$ cat config.mk
export PLATFORM = sky130hd
export DESIGN_NAME = copro_alu_pipe
export DESIGN_NICKNAME = d
export VERILOG_FILES = /design/src/rtl/cvxif_instr_pkg.sv /design/src/rtl/copro_result_fifo.sv /design/src/rtl/copro_alu_pipe.sv
export SDC_FILE = /design/constraint.sdc
export NUM_CORES = 1
export LEC_CHECK = 0
export BUFFER_PORTS_ARGS = -buffer_cell sky130_fd_sc_hd__clkbuf_2
export CAP_MARGIN = 20
export CORE_MARGIN = 8
export CORE_UTILIZATION = 45
export DETAILED_ROUTE_END_ITERATION = 8
export REMOVE_ABC_BUFFERS = 1
export SYNTH_ARGS = -nofsm -noshare
export SYNTH_HDL_FRONTEND = slang
export SYNTH_SLANG_ARGS = --single-unit
$ cat constraint.sdc
create_clock -name clk_i -period 6.7 [get_ports clk_i]
set_clock_uncertainty 0.05 [all_clocks]
set_input_delay 0.335 -clock clk_i [delete_from_list [all_inputs] [get_ports clk_i]]
set_output_delay 0.335 -clock clk_i [all_outputs]
set_load 0.005 [all_outputs]
$ cat src/rtl/cvxif_instr_pkg.sv
// cvxif_instr_pkg: opcode encoding and result-entry control fields shared by the coprocessor ALU slice
package cvxif_instr_pkg;
  localparam int unsigned LatencyMax = 4;
  typedef enum logic [3:0] {
    NOP        = 4'd0,
    ADD        = 4'd1,
    DOUBLE_RS1 = 4'd2,
    DOUBLE_RS2 = 4'd3,
    ADD_MULTI  = 4'd4,
    ADD_RS3_R  = 4'd5,
    MADD       = 4'd6,
    MSUB       = 4'd7,
    NMADD      = 4'd8,
    NMSUB      = 4'd9,
    ROR64H     = 4'd10,
    ROR64L     = 4'd11
  } opcode_t;
  typedef struct packed {
    logic       we;
    logic [4:0] rd;
  } result_entry_t;
endpackage

$ cat src/rtl/copro_result_fifo.sv
// copro_result_fifo: first-word-fall-through result buffer
//   clk_i/rst_i  clock, async active-high reset
//   flush_i      drop all buffered entries (wins over push/pop)
//   push_i/data_i write side; pop_i read side
//   data_o/valid_o head entry and its presence; count_o occupancy
module copro_result_fifo #(
  parameter int unsigned Width = 8,
  parameter int unsigned Depth = 4,
  localparam int unsigned PtrW = $clog2(Depth),
  localparam int unsigned CntW = $clog2(Depth + 1)
) (
  input  logic             clk_i,
  input  logic             rst_i,
  input  logic             flush_i,
  input  logic             push_i,
  input  logic [Width-1:0] data_i,
  input  logic             pop_i,
  output logic [Width-1:0] data_o,
  output logic             valid_o,
  output logic [CntW-1:0]  count_o
);
  logic [Width-1:0] mem [Depth];
  logic [PtrW-1:0]  wptr, rptr;
  logic             push_ok, pop_ok;
  assign pop_ok  = pop_i && count_o != '0;
  // a push into a full buffer is legal when the head leaves on the same edge
  assign push_ok = push_i && (count_o != CntW'(Depth) || pop_ok);
  assign valid_o = count_o != '0;
  assign data_o  = mem[rptr];
  always_ff @(posedge clk_i or posedge rst_i)
    if (rst_i) begin
      wptr    <= '0;
      rptr    <= '0;
      count_o <= '0;
    end else if (flush_i) begin
      wptr    <= '0;
      rptr    <= '0;
      count_o <= '0;
    end else begin
      if (push_ok) wptr <= wptr + 1'b1;
      if (pop_ok) rptr <= rptr + 1'b1;
      count_o <= count_o + CntW'(push_ok) - CntW'(pop_ok);
    end
  always_ff @(posedge clk_i)
    if (push_ok && !flush_i) mem[wptr] <= data_i;
endmodule

$ cat src/rtl/copro_alu_pipe.sv
// copro_alu_pipe: fixed-latency coprocessor ALU with credit-based issue and in-order result FIFO
//   clk_i/rst_i   clock, async active-high reset
//   flush_i       discard everything in flight and buffered
//   valid_i/ready_o + registers_i/opcode_i/hartid_i/id_i/rd_i/imm_i  issue side
//   valid_o/ready_i + result_o/hartid_o/id_o/rd_o/we_o               result side
module copro_alu_pipe
  import cvxif_instr_pkg::*;
#(
  parameter int unsigned NrRgprPorts = 2,
  parameter int unsigned XLEN        = 32,
  parameter int unsigned Latency     = 2,
  parameter int unsigned Depth       = 4,
  parameter type         hartid_t    = logic,
  parameter type         id_t        = logic,
  parameter type         registers_t = logic
) (
  input  logic            clk_i,
  input  logic            rst_i,
  input  logic            flush_i,
  input  logic            valid_i,
  output logic            ready_o,
  input  registers_t      registers_i,
  input  opcode_t         opcode_i,
  input  hartid_t         hartid_i,
  input  id_t             id_i,
  input  logic [4:0]      rd_i,
  input  logic [5:0]      imm_i,
  output logic            valid_o,
  input  logic            ready_i,
  output logic [XLEN-1:0] result_o,
  output hartid_t         hartid_o,
  output id_t             id_o,
  output logic [4:0]      rd_o,
  output logic            we_o
);
  localparam int unsigned CntW = $clog2(Depth + 1);
  typedef logic [2:0][XLEN-1:0] ops_t;
  typedef struct packed {
    logic [XLEN-1:0] result;
    result_entry_t   ctl;
  } alu_out_t;
  typedef struct packed {
    hartid_t         hartid;
    id_t             id;
    logic [XLEN-1:0] result;
    result_entry_t   ctl;
  } entry_t;
  function automatic alu_out_t alu(input opcode_t op, input logic [XLEN-1:0] rs1, rs2, rs3,
                                   input logic [5:0] imm, input logic [4:0] rd);
    logic [4*XLEN-1:0] rot;
    alu_out_t o;
    // rotating a doubled copy keeps every shift amount in range, including 0 and XLEN
    rot = {rs1, rs2, rs1, rs2} >> imm;
    o.result = '0;
    o.ctl.we = 1'b1;
    o.ctl.rd = rd;
    case (op)
      ADD, ADD_MULTI: o.result = rs1 + rs2;
      DOUBLE_RS1:     o.result = rs1 + rs1;
      DOUBLE_RS2:     o.result = rs2 + rs2;
      ADD_RS3_R: begin
        o.result = rs1 + rs2 + rs3;
        o.ctl.rd = 5'd10;
      end
      MADD:           o.result = rs1 + rs2 + rs3;
      MSUB:           o.result = rs1 - rs2 - rs3;
      NMADD:          o.result = ~(rs1 + rs2 + rs3);
      NMSUB:          o.result = ~(rs1 - rs2 - rs3);
      ROR64H:         o.result = rot[2*XLEN-1:XLEN];
      ROR64L:         o.result = rot[XLEN-1:0];
      default:        o.ctl = '0;
    endcase
    return o;
  endfunction
  ops_t            ops;
  logic [XLEN-1:0] rs3;
  alu_out_t        a0;
  entry_t          e0, fo;
  logic            accept, pop;
  logic [Latency-1:0] pv;
  entry_t          pd [Latency];
  logic [CntW-1:0] count;
  assign ops    = ops_t'(registers_i);
  assign rs3    = NrRgprPorts == 3 ? ops[2] : '0;
  assign a0     = alu(opcode_i, ops[0], ops[1], rs3, imm_i, rd_i);
  assign e0     = '{hartid: hartid_i, id: id_i, result: a0.result, ctl: a0.ctl};
  // every accepted op holds a credit until popped, so the FIFO can never overflow
  assign ready_o = $countones(pv) + int'(count) < int'(Depth);
  assign accept  = valid_i && ready_o && !flush_i;
  assign pop     = valid_o && ready_i;
  always_ff @(posedge clk_i or posedge rst_i)
    if (rst_i) pv <= '0;
    else if (flush_i) pv <= '0;
    else begin
      pv[0] <= accept;
      for (int i = 1; i < Latency; i++) pv[i] <= pv[i-1];
    end
  always_ff @(posedge clk_i) begin
    pd[0] <= e0;
    for (int i = 1; i < Latency; i++) pd[i] <= pd[i-1];
  end
  copro_result_fifo #(
    .Width($bits(entry_t)),
    .Depth(Depth)
  ) u_fifo (
    .clk_i  (clk_i),
    .rst_i  (rst_i),
    .flush_i(flush_i),
    .push_i (pv[Latency-1]),
    .data_i (pd[Latency-1]),
    .pop_i  (pop),
    .data_o (fo),
    .valid_o(valid_o),
    .count_o(count)
  );
  // stale storage is never exposed: outputs read zero whenever nothing is presented
  assign result_o = valid_o ? fo.result : '0;
  assign hartid_o = valid_o ? fo.hartid : '0;
  assign id_o     = valid_o ? fo.id : '0;
  assign rd_o     = valid_o ? fo.ctl.rd : '0;
  assign we_o     = valid_o ? fo.ctl.we : 1'b0;
endmodule

==> results.sh <==
export IMPL_status="finished clean"
export IMPL_p_leak_uw=0.00365
export IMPL_grt_pass1_vias=4635
export IMPL_nNetsFinal=604
export IMPL_fin_setup_tns_ps=0
export IMPL_wirelength_mm=15.4
export IMPL_drv_cap=0
export IMPL_vias=4261
export IMPL_crit_chain="buf_4 > mux4_2 > nor2b_1 > clkbuf_2"
export IMPL_finalMaxSlewViolations=0
export IMPL_synth_top_area_cell="edfxtp_1"
export IMPL_grt_overflow_total=0
export IMPL_finalCriticalPeriod_ps=3180
export IMPL_nFillCells=1581
export IMPL_finalHoldViolations=0
export IMPL_r2r_start="u_fifo.count_o[1]$_DFF_PP0_"
export IMPL_netlist_cell_type_count=41
export IMPL_max_stage_delay_ps=850
export IMPL_cts_tree="built"
export IMPL_clk_latency_ps=500
export IMPL_antennaDiodeCount=0
export IMPL_yosys_top_cells_area="edfxtp_1 (55%), dfxtp_1 (18%), mux4_2 (10%), nor2b_1 (3.2%), dfrtp_1 (2.6%)"
export IMPL_synthesis_area_um2=8760
export IMPL_power_density_nw_per_um2=369
export IMPL_clkTransAtPathRegs_ps=60
export IMPL_crit_path_end_kind="output port"
export IMPL_worstSetupPathType="flop to output port"
export IMPL_synth_seq_cells=249
export IMPL_core_um2=19300
export IMPL_gp_congestion=0.697
export IMPL_fmax_mhz=315
export IMPL_antenna_found_initial=0
export IMPL_post_drt_wl_per_cell_um=18.0
export IMPL_dieWidth_um=155
export IMPL_place_inst=803
export IMPL_crit_arrival_ps=2790
export IMPL_fin_cells=855
export IMPL_drive_gt1_frac=0.276
export IMPL_synth_top_area_share=0.549
export IMPL_area_growth_pct=17.0
export IMPL_multi_input_area_um2=1970
export IMPL_dieArea_um2=24200
export IMPL_p_total_uw=3770
export IMPL_dieHeight_um=155
export IMPL_holdWs_ps=57.4
export IMPL_setup_worst_path_end="result_o[4]"
export IMPL_synth_top_family_by_area="multiplexers"
export IMPL_cts_resized_gates=0
export IMPL_dp_hpwl_mm=9.28
export IMPL_drc_errors=0
export IMPL_syn_inst=489
export IMPL_first_pass_iters=4
export IMPL_r2r_setup_slack_ps=4490
export IMPL_ioPinCount=65
export IMPL_rows=51
export IMPL_critPathLaunchType="flop"
export IMPL_hold_class="input pin to flop"
export IMPL_seq_area_um2=6630
export IMPL_dr_first_iter_drc_count=270
export IMPL_grt_usage=0.130
export IMPL_yosysSeqAreaShare=0.757
export IMPL_slew_headroom=0.432
export IMPL_setup_viol=0
export IMPL_worstReg2RegEnd="u_fifo.count_o[2]$_DFF_PP0_"
export IMPL_antenna_left=0
export IMPL_viasPerCell=4.98
export IMPL_synth_simple_gate_area_frac=0.0692
export IMPL_yosys_area_share_adder=0.0137
export IMPL_synth_area_per_cell_um2=17.9
export IMPL_grt_pass1_wl_mm=24.8
export IMPL_crit_start="u_fifo.rptr[0]$_DFFE_PP0P_"
export IMPL_cts_sinks=249
export IMPL_cts_buffer_depth=3
export IMPL_synthXorXnorAreaFrac=0.00486
export IMPL_grt_start_max_net_pins=44
export IMPL_worst_ep_required_time_ps=6310
export IMPL_dpl_worst_slack_ps=3930
export IMPL_worst_pin_slew_ps=851
export IMPL_setup_slack_ps=3520
export IMPL_io_buffers=64
export IMPL_yosysWarningCount=0
export IMPL_synth_mux_area_frac=0.106
export IMPL_critical_path_max_fanout=22
export IMPL_start_util=0.454
export IMPL_rsz0062_at_grt="false"
export IMPL_h_tree_depth=1
export IMPL_r2r_cells=9
export IMPL_post_route_period_util=0.475
export IMPL_cts_made_buffers=25
export IMPL_slowest_stage="dfrtp_2"
export IMPL_ir_drop_mv=0.158
export IMPL_root_buffer="clkbuf_16"
export IMPL_synth_compound_area_share=0.0292
## worst min-delay path by stage
stage	endpoint	cells past startpoint	slack [ps]	start
floorplan	pv[0]$_DFF_PP0_	1	110	rst_i
global placement	u_fifo.count_o[2]$_DFF_PP0_	2	260	rst_i
detailed placement	u_fifo.count_o[1]$_DFF_PP0_	2	250	rst_i
CTS	pd[0][1]$_DFF_P_	3	40	rd_i[1]
global route	pd[0][1]$_DFF_P_	3	50	rd_i[1]
finish	pd[0][1]$_DFF_P_	3	60	rd_i[1]
## final cells by class
class / instances / share of cell area
Sequential cell: 249 / 0.648
Inverter: 10 / 0.00366
Clock buffer: 34 / 0.0683
Timing Repair Buffer: 78 / 0.0445
Multi-Input combinational cell: 208 / 0.192
Clock inverter: 11 / 0.0116
Tap cell: 265 / 0.0324
## critical path, delay by kind of cell, from the launching register on
| family | cells | cell delay [ps] |
|---|---|---|
| DFF | 1 | 850 |
| buffers and inverters | 2 | 670 |
| muxes | 1 | 580 |
| and+or+nand+nor | 1 | 170 |
## layer usage
metal / GRT usage / routed length (um) / part of all wire
met5: 0 / 0 / 0
met4: 0.0379 / 267 / 0.017
met3: 0.0275 / 769 / 0.050
met2: 0.220 / 7480 / 0.49
met1: 0.166 / 6840 / 0.45
## synthesized netlist by cell type
| cell type | count |
|---|---|
| o41a_4 | 1 |
| mux2_2 | 1 |
| mux4_2 | 40 |
| nor2b_1 | 45 |
| nor3_1 | 2 |
| o21ai_1 | 1 |
| fa_1 | 1 |
| buf_6 | 5 |
| inv_1 | 10 |
| o21a_1 | 1 |
| o22ai_1 | 1 |
| clkbuf_1 | 10 |
| nand4_2 | 1 |
| and3_1 | 5 |
| and2b_1 | 1 |
| nor2_1 | 12 |
| edfxtp_1 | 160 |
| xor2_1 | 1 |
| and2_1 | 1 |
| dfrtp_1 | 9 |
| o31ai_1 | 1 |
| o311a_1 | 1 |
| nand2b_1 | 1 |
| dfxtp_1 | 80 |
| and4bb_2 | 1 |
| nand2_1 | 23 |
| buf_2 | 6 |
| or3_1 | 4 |
| and3b_1 | 3 |
| a211oi_1 | 1 |
| nor3b_1 | 2 |
| buf_4 | 1 |
| mux2i_1 | 2 |
| xnor2_1 | 2 |
| nand3_1 | 4 |
| ha_1 | 8 |
| xor2_2 | 1 |
| o21ai_0 | 33 |
| nor3_2 | 1 |
| nor4bb_1 | 1 |
| a21oi_1 | 5 |
## placed cells by master (no fill, tap or decap), types with 2 or more instances in the layout
cell type / count
xnor2_1: 2
edfxtp_1: 160
inv_1: 10
nor2b_1: 45
buf_4: 6
clkbuf_1: 5
dfrtp_2: 2
clkbuf_8: 4
mux2i_1: 2
nor2_1: 12
and3b_1: 3
nor3_1: 2
clkbuf_16: 25
mux4_2: 40
clkbuf_2: 64
dfxtp_1: 80
nand3_1: 4
o21ai_0: 33
dlygate4sd3_1: 7
nor3b_1: 2
a21oi_1: 5
and3_2: 4
clkinv_2: 5
ha_1: 8
nand2_1: 23
or3_1: 4
bufinv_16: 2
clkinv_4: 3
dfrtp_1: 7
## cell families after synthesis
logic type | after synthesis
muxes | 43
adders and majority gates | 9
AOI/OAI and AO/OA | 45
buffers and inverters | 32
xor gates and xnor gates | 4
DFF | 249
and+or+nand+nor | 107
## power breakdown
group / switching, uW / total (uW) / internal, uW
combinational: 317 / 665 / 347
sequential: 78.7 / 1760 / 1680
clock: 542 / 1350 / 810
## state kept, by name, summed over array words and instances (netlist names)
register / cells
u_fifo.count_o: 3
pd: 80
pv: 2
u_fifo.mem: 160
u_fifo.wptr: 2
u_fifo.rptr: 2
## stage by stage
step / util / instance area (um2)
finish: 0.532 / 10200
global route: 0.532 / 10200
global placement: 0.484 / 9340
CTS: 0.532 / 10200
floorplan: - / 8620
detailed placement: 0.485 / 9360
## timing repair
item	4_1_cts	5_1_grt
hold endpoints to repair	15	0
hold buffers	7	0
buffers inserted	0	0
Power figures use the tool's default switching activity.
